File: src/rtl/spram_1rw.sv
// Single-port 1RW RAM with a registered read port (one-cycle latency).
// rdata holds its last read value whenever no read is performed.
module spram_1rw #(
  parameter int unsigned DATA_WIDTH = 8,
  parameter int unsigned FIFO_DEPTH = 16,
  parameter int unsigned ADDR_WIDTH = $clog2(FIFO_DEPTH)
) (
  input  logic                  clk,
  input  logic                  en,
  input  logic                  we,
  input  logic [ADDR_WIDTH-1:0] addr,
  input  logic [DATA_WIDTH-1:0] wdata,
  output logic [DATA_WIDTH-1:0] rdata
);

  logic [DATA_WIDTH-1:0] r_mem [FIFO_DEPTH];
  logic [DATA_WIDTH-1:0] r_rdata;

  // Contents are deliberately not reset.
  always_ff @(posedge clk) begin
    if (en) begin
      if (we) begin
        r_mem[addr] <= wdata;
      end else begin
        r_rdata <= r_mem[addr];
      end
    end
  end

  assign rdata = r_rdata;

endmodule

File: src/rtl/spram_bank_fifo.sv
// One FIFO bank on a single-port RAM with a one-entry registered output stage.
// Reads take priority over writes so the RAM port is never contended.
module spram_bank_fifo #(
  parameter int unsigned DATA_WIDTH = 8,
  parameter int unsigned FIFO_DEPTH = 16,
  parameter int unsigned ADDR_WIDTH = $clog2(FIFO_DEPTH),
  parameter int unsigned CNT_WIDTH  = $clog2(FIFO_DEPTH + 1)
) (
  input  logic                  clk,
  input  logic                  rst_n,
  input  logic [DATA_WIDTH-1:0] in_data,
  input  logic                  in_valid,
  output logic                  in_ready,
  output logic [DATA_WIDTH-1:0] out_data,
  output logic                  out_valid,
  input  logic                  out_ready
);

  localparam logic [ADDR_WIDTH-1:0] LastPtr = ADDR_WIDTH'(FIFO_DEPTH - 1);
  localparam logic [CNT_WIDTH-1:0]  FullCnt = CNT_WIDTH'(FIFO_DEPTH);

  logic [ADDR_WIDTH-1:0] r_wr_ptr;
  logic [ADDR_WIDTH-1:0] r_rd_ptr;
  logic [CNT_WIDTH-1:0]  r_ram_cnt;
  logic                  r_rd_pend;
  logic                  r_out_valid;
  logic [DATA_WIDTH-1:0] r_out_data;

  logic                  w_rd_issue;
  logic                  w_wr_xfer;
  logic                  w_pop;
  logic                  w_ram_en;
  logic                  w_ram_we;
  logic [ADDR_WIDTH-1:0] w_ram_addr;
  logic [DATA_WIDTH-1:0] w_ram_rdata;

  // A read may only issue when its data has somewhere to land next cycle.
  always_comb begin
    w_rd_issue = (r_ram_cnt != '0) & ~r_rd_pend & (~r_out_valid | out_ready);
    in_ready   = (r_ram_cnt != FullCnt) & ~w_rd_issue;
    w_wr_xfer  = in_valid & in_ready;
    w_pop      = r_out_valid & out_ready;
    w_ram_en   = w_rd_issue | w_wr_xfer;
    w_ram_we   = w_wr_xfer;
    w_ram_addr = w_rd_issue ? r_rd_ptr : r_wr_ptr;
  end

  spram_1rw #(
    .DATA_WIDTH (DATA_WIDTH),
    .FIFO_DEPTH (FIFO_DEPTH),
    .ADDR_WIDTH (ADDR_WIDTH)
  ) u_ram (
    .clk   (clk),
    .en    (w_ram_en),
    .we    (w_ram_we),
    .addr  (w_ram_addr),
    .wdata (in_data),
    .rdata (w_ram_rdata)
  );

  always_ff @(posedge clk or negedge rst_n) begin
    if (!rst_n) begin
      r_wr_ptr    <= '0;
      r_rd_ptr    <= '0;
      r_ram_cnt   <= '0;
      r_rd_pend   <= 1'b0;
      r_out_valid <= 1'b0;
      r_out_data  <= '0;
    end else begin
      if (w_wr_xfer) begin
        r_wr_ptr  <= (r_wr_ptr == LastPtr) ? '0 : r_wr_ptr + 1'b1;
        r_ram_cnt <= r_ram_cnt + 1'b1;
      end else if (w_rd_issue) begin
        r_rd_ptr  <= (r_rd_ptr == LastPtr) ? '0 : r_rd_ptr + 1'b1;
        r_ram_cnt <= r_ram_cnt - 1'b1;
      end
      r_rd_pend <= w_rd_issue;
      // A landing read refills the output stage in the same edge as a pop.
      if (r_rd_pend) begin
        r_out_valid <= 1'b1;
        r_out_data  <= w_ram_rdata;
      end else if (w_pop) begin
        r_out_valid <= 1'b0;
      end
    end
  end

  assign out_valid = r_out_valid;
  assign out_data  = r_out_data;

endmodule

File: config.mk
export PLATFORM = sky130hd
export DESIGN_NAME = spram_bank_fifo
export DESIGN_NICKNAME = d
export VERILOG_FILES = /design/src/rtl/spram_1rw.sv /design/src/rtl/spram_bank_fifo.sv
export SDC_FILE = /design/constraint.sdc
export NUM_CORES = 1
export LEC_CHECK = 0
export CAP_MARGIN = 15
export CORE_MARGIN = 2
export CORE_UTILIZATION = 60
export DETAILED_ROUTE_END_ITERATION = 10
export GPL_TIMING_DRIVEN = 0
export PLACE_DENSITY = 0.78
export SLEW_MARGIN = 10
export SYNTH_ARGS = -nofsm -noshare
export SYNTH_HDL_FRONTEND = slang
export SYNTH_SLANG_ARGS = --single-unit
File: constraint.sdc
create_clock -name clk -period 3.31 [get_ports clk]
set_clock_uncertainty 0.1 [all_clocks]
set_input_delay 0.662 -clock clk [delete_from_list [all_inputs] [get_ports clk]]
set_output_delay 0.662 -clock clk [all_outputs]
set_load 0.05 [all_outputs]
==> results.cfg <==
[global_routing]
grt_usage = 0.250
grt_pass1_vias = 4255
globalRouteOverflowTotal = 0
antenna_found_initial = 0
grt_max_degree = 24
grt_first_pass_wirelength_um = 23100

[finish]
antennaDiodeCount = 0
drive_gt1_frac = 0.151
post-route-util = 0.715
multiInputGateArea_sq_mm = 0.00194
nets = 540
fill_cells = 696
fin_cells = 675
regArea_sq_mm = 0.00466
syn2layout_area_growth_pct = 14.8

[synth]
yosys-top-cells-area = edfxtp_1 (60%), dfrtp_1 (8.4%), mux2i_1 (6.3%)
synth-seq-cells = 159
syn_area_per_cell_sq_um = 14.2
synth-seq-area-share = 0.684
yosys.cell_types.count = 42
synth_adder_area_share = 0.0121
synth_nets = 499
synth.area.mux_share = 0.0838
synthTopCellsByCount = edfxtp_1 (136), mux2i_1 (43), o21ai_0 (31), inv_1 (30), a31oi_1 (26)
synth_cells = 481
ys_warn_count = 0
synthesis.area_sq_mm = 0.00681
yosysMostFrequentCell = edfxtp_1
synth_ff_type = edfxtp_1
synth.largest_area_cell = edfxtp_1
synth_edf_count = 136
synth_top_area_share = 0.600
yosys.area_share.simple = 0.0856
async_flop_share = 0.145
synthXorXnorAreaFrac = 0.00771
synth-compound-area-share = 0.0856
synth_top_family_by_area = compound AO/OA/AOI/OAI gates

[setup_path]
critPathSlowestCell = or3_1
r2r-start = r_ram_cnt[3]
worstPathMaxFanout = 10
rr_endpoint = u_ram.r_mem[2][6]
required_ps = 3270
reg2regPathDepth = 7
worstPathArrival_ps = 3180
worstSetupStartpointType = input pin
end_kind = flop
crit_chain = clkdlybuf4s50_1, nor2b_1, nor3_1, and3b_1, clkbuf_2, inv_1, or3_1, nor2_2
rrSetupSlack_ps = 160
critPathKind = input pin to flop
slowest_delay_ps = 510

[clock_tree]
htree_num_levels = 4
root_buffer = clkbuf_16
numCtsBuffers = 17
cts.sinks = 159
clkTransAtPathRegs_ps = 60
cts_tree = built
cts.path.max_buffers = 2
clk_latency_ps = 420

[sta]
setup_viol = 0
period_needed_ps = 3220
layout_setup_ws_ps = 88.1
max_slew_margin = 0.471
finalHoldViolCount = 0
min_period_over_period = 0.973
max_freq_mhz = 310
worst_pin_slew_ps = 772
drv_slew = 0
rsz0062_at_grt = yes

[floorplanning]
dieHeight_um = 111
die_area_sq_mm = 0.0122
dieWidth_um = 111
initial_core_util = 0.623
fp-row-count = 38
core_sq_mm = 0.0109
ios = 22

[power]
ir_drop_mv = 0.647
p_per_area_mw_per_mm2 = 991
power_leakage_nw = 2.87

[drt]
ant_nets = 0
vias = 4351
dr.pass1.iters = 5
first_iter_violations = 560
drc_errors = 0
wirelength_um = 14900
vias_per_cell = 6.45
wl_per_cell_um = 22.1

[flow_run]
max_cap_violations = 0

[placed_design]
gp_congestion = 0.913
place_inst = 642
io_buffer_count = 21
hpwl_um = 9540
dp_slack_ps = -865

[status]
outcome = complete, no violations

[min_path]
hp-class = input pin to async pin
[repair_timing]
action	in CTS	in global routing
buffers inserted	0	0
pin swaps	0	0
gates resized for setup	7	16
endpoints found under the setup margin	56	95
hold buffers	0	0
[how the worst max path moves through the flow]
stage	startpoint	end	slack, ps
after floorplan	out_valid	u_ram.r_mem[2][0]	370
after global placement	out_ready	u_ram.r_mem[6][5]	-730
after detailed placement	out_ready	u_ram.r_mem[6][4]	-860
after CTS	out_ready	u_ram.r_mem[6][5]	-90
after global routing	out_ready	u_ram.r_mem[7][7]	-50
final	out_ready	u_ram.r_mem[3][6]	90
[report_power, final]
group | switching (W) | total, W | internal, W
logic | 0.00198 | 0.00320 | 0.00122
registers | 0.000169 | 0.00277 | 0.00260
clock network | 0.000811 | 0.00178 | 0.000970
total | 0.00296 | 0.00775 | 0.00479
[stage by stage]
stage	total power [W]	setup TNS, ps	hold WS [ps]	area [sq um]
final	0.00775	0	375	7820
after global routing	0.00810	-810	384	7820
after floorplan	0.00499	0	266	6810
after detailed placement	0.00587	-61640	377	7200
after global placement	0.00573	-50800	359	7200
after CTS	0.00768	-1500	389	7750
[area by class of cell]
| type | instances | share of cell area |
|---|---|---|
| buffer | 32 | 0.0216 |
| clock buffer | 18 | 0.0549 |
| clock inverter | 14 | 0.0144 |
| inverter | 30 | 0.0144 |
| multi-input combinational | 260 | 0.248 |
| sequential | 159 | 0.596 |
| tap | 140 | 0.0224 |
| timing repair buffer | 22 | 0.0288 |
[state kept, by name, summed over array words and instances, names as in the netlist]
register     flops
out_valid        1
u_ram.rdata      8
r_ram_cnt        5
r_wr_ptr         4
r_rd_ptr         4
u_ram.r_mem    128
r_rd_pend        1
out_data         8
[worst max-delay path: cells and delay by family]
family                 cells  cell delay, ps
buffers and inverters      3             860
and+or+nand+nor            5            1650
[routing by layer]
layer  wire, um  global-route usage  vias up
met4        342              0.0850        0
met3       1080              0.0615       42
met1       6120               0.341     2171
met2       7360               0.398      217
met5          0                   0        -
li1           -                   -     1921
[layout by cell type, fill, tap and decap left out, drive strengths merged, types with 2 or more instances in the layout]
master and instances:
a31oi 26, and4 24, o2111ai 8, nor2 23, nand2 17, clkinv 6, nor4 2, nand3 8
buf 14, or2 3, nor3 3, o21ai 32, nand2b 2, inv 34, or3 10, clkbuf 37
edfxtp 136, nor2b 4, a21oi 5, mux2 10, o22ai 16, clkdlybuf4s50 21, dfrtp 23, a21o 3
mux2i 45, clkinvlp 4, xnor2 5, ha 5
[cells by family (layout without fill, tap and decap cells)]
| kind of cell | count (synthesis) | in the layout |
|---|---|---|
| flops | 159 | 159 |
| simple gates | 99 | 99 |
| compound gates | 94 | 94 |
| buf+inv | 62 | 116 |
| mux | 55 | 55 |
| fa+ha+maj | 6 | 6 |
| xor+xnor | 6 | 6 |
Power figures use the tool's default switching activity.
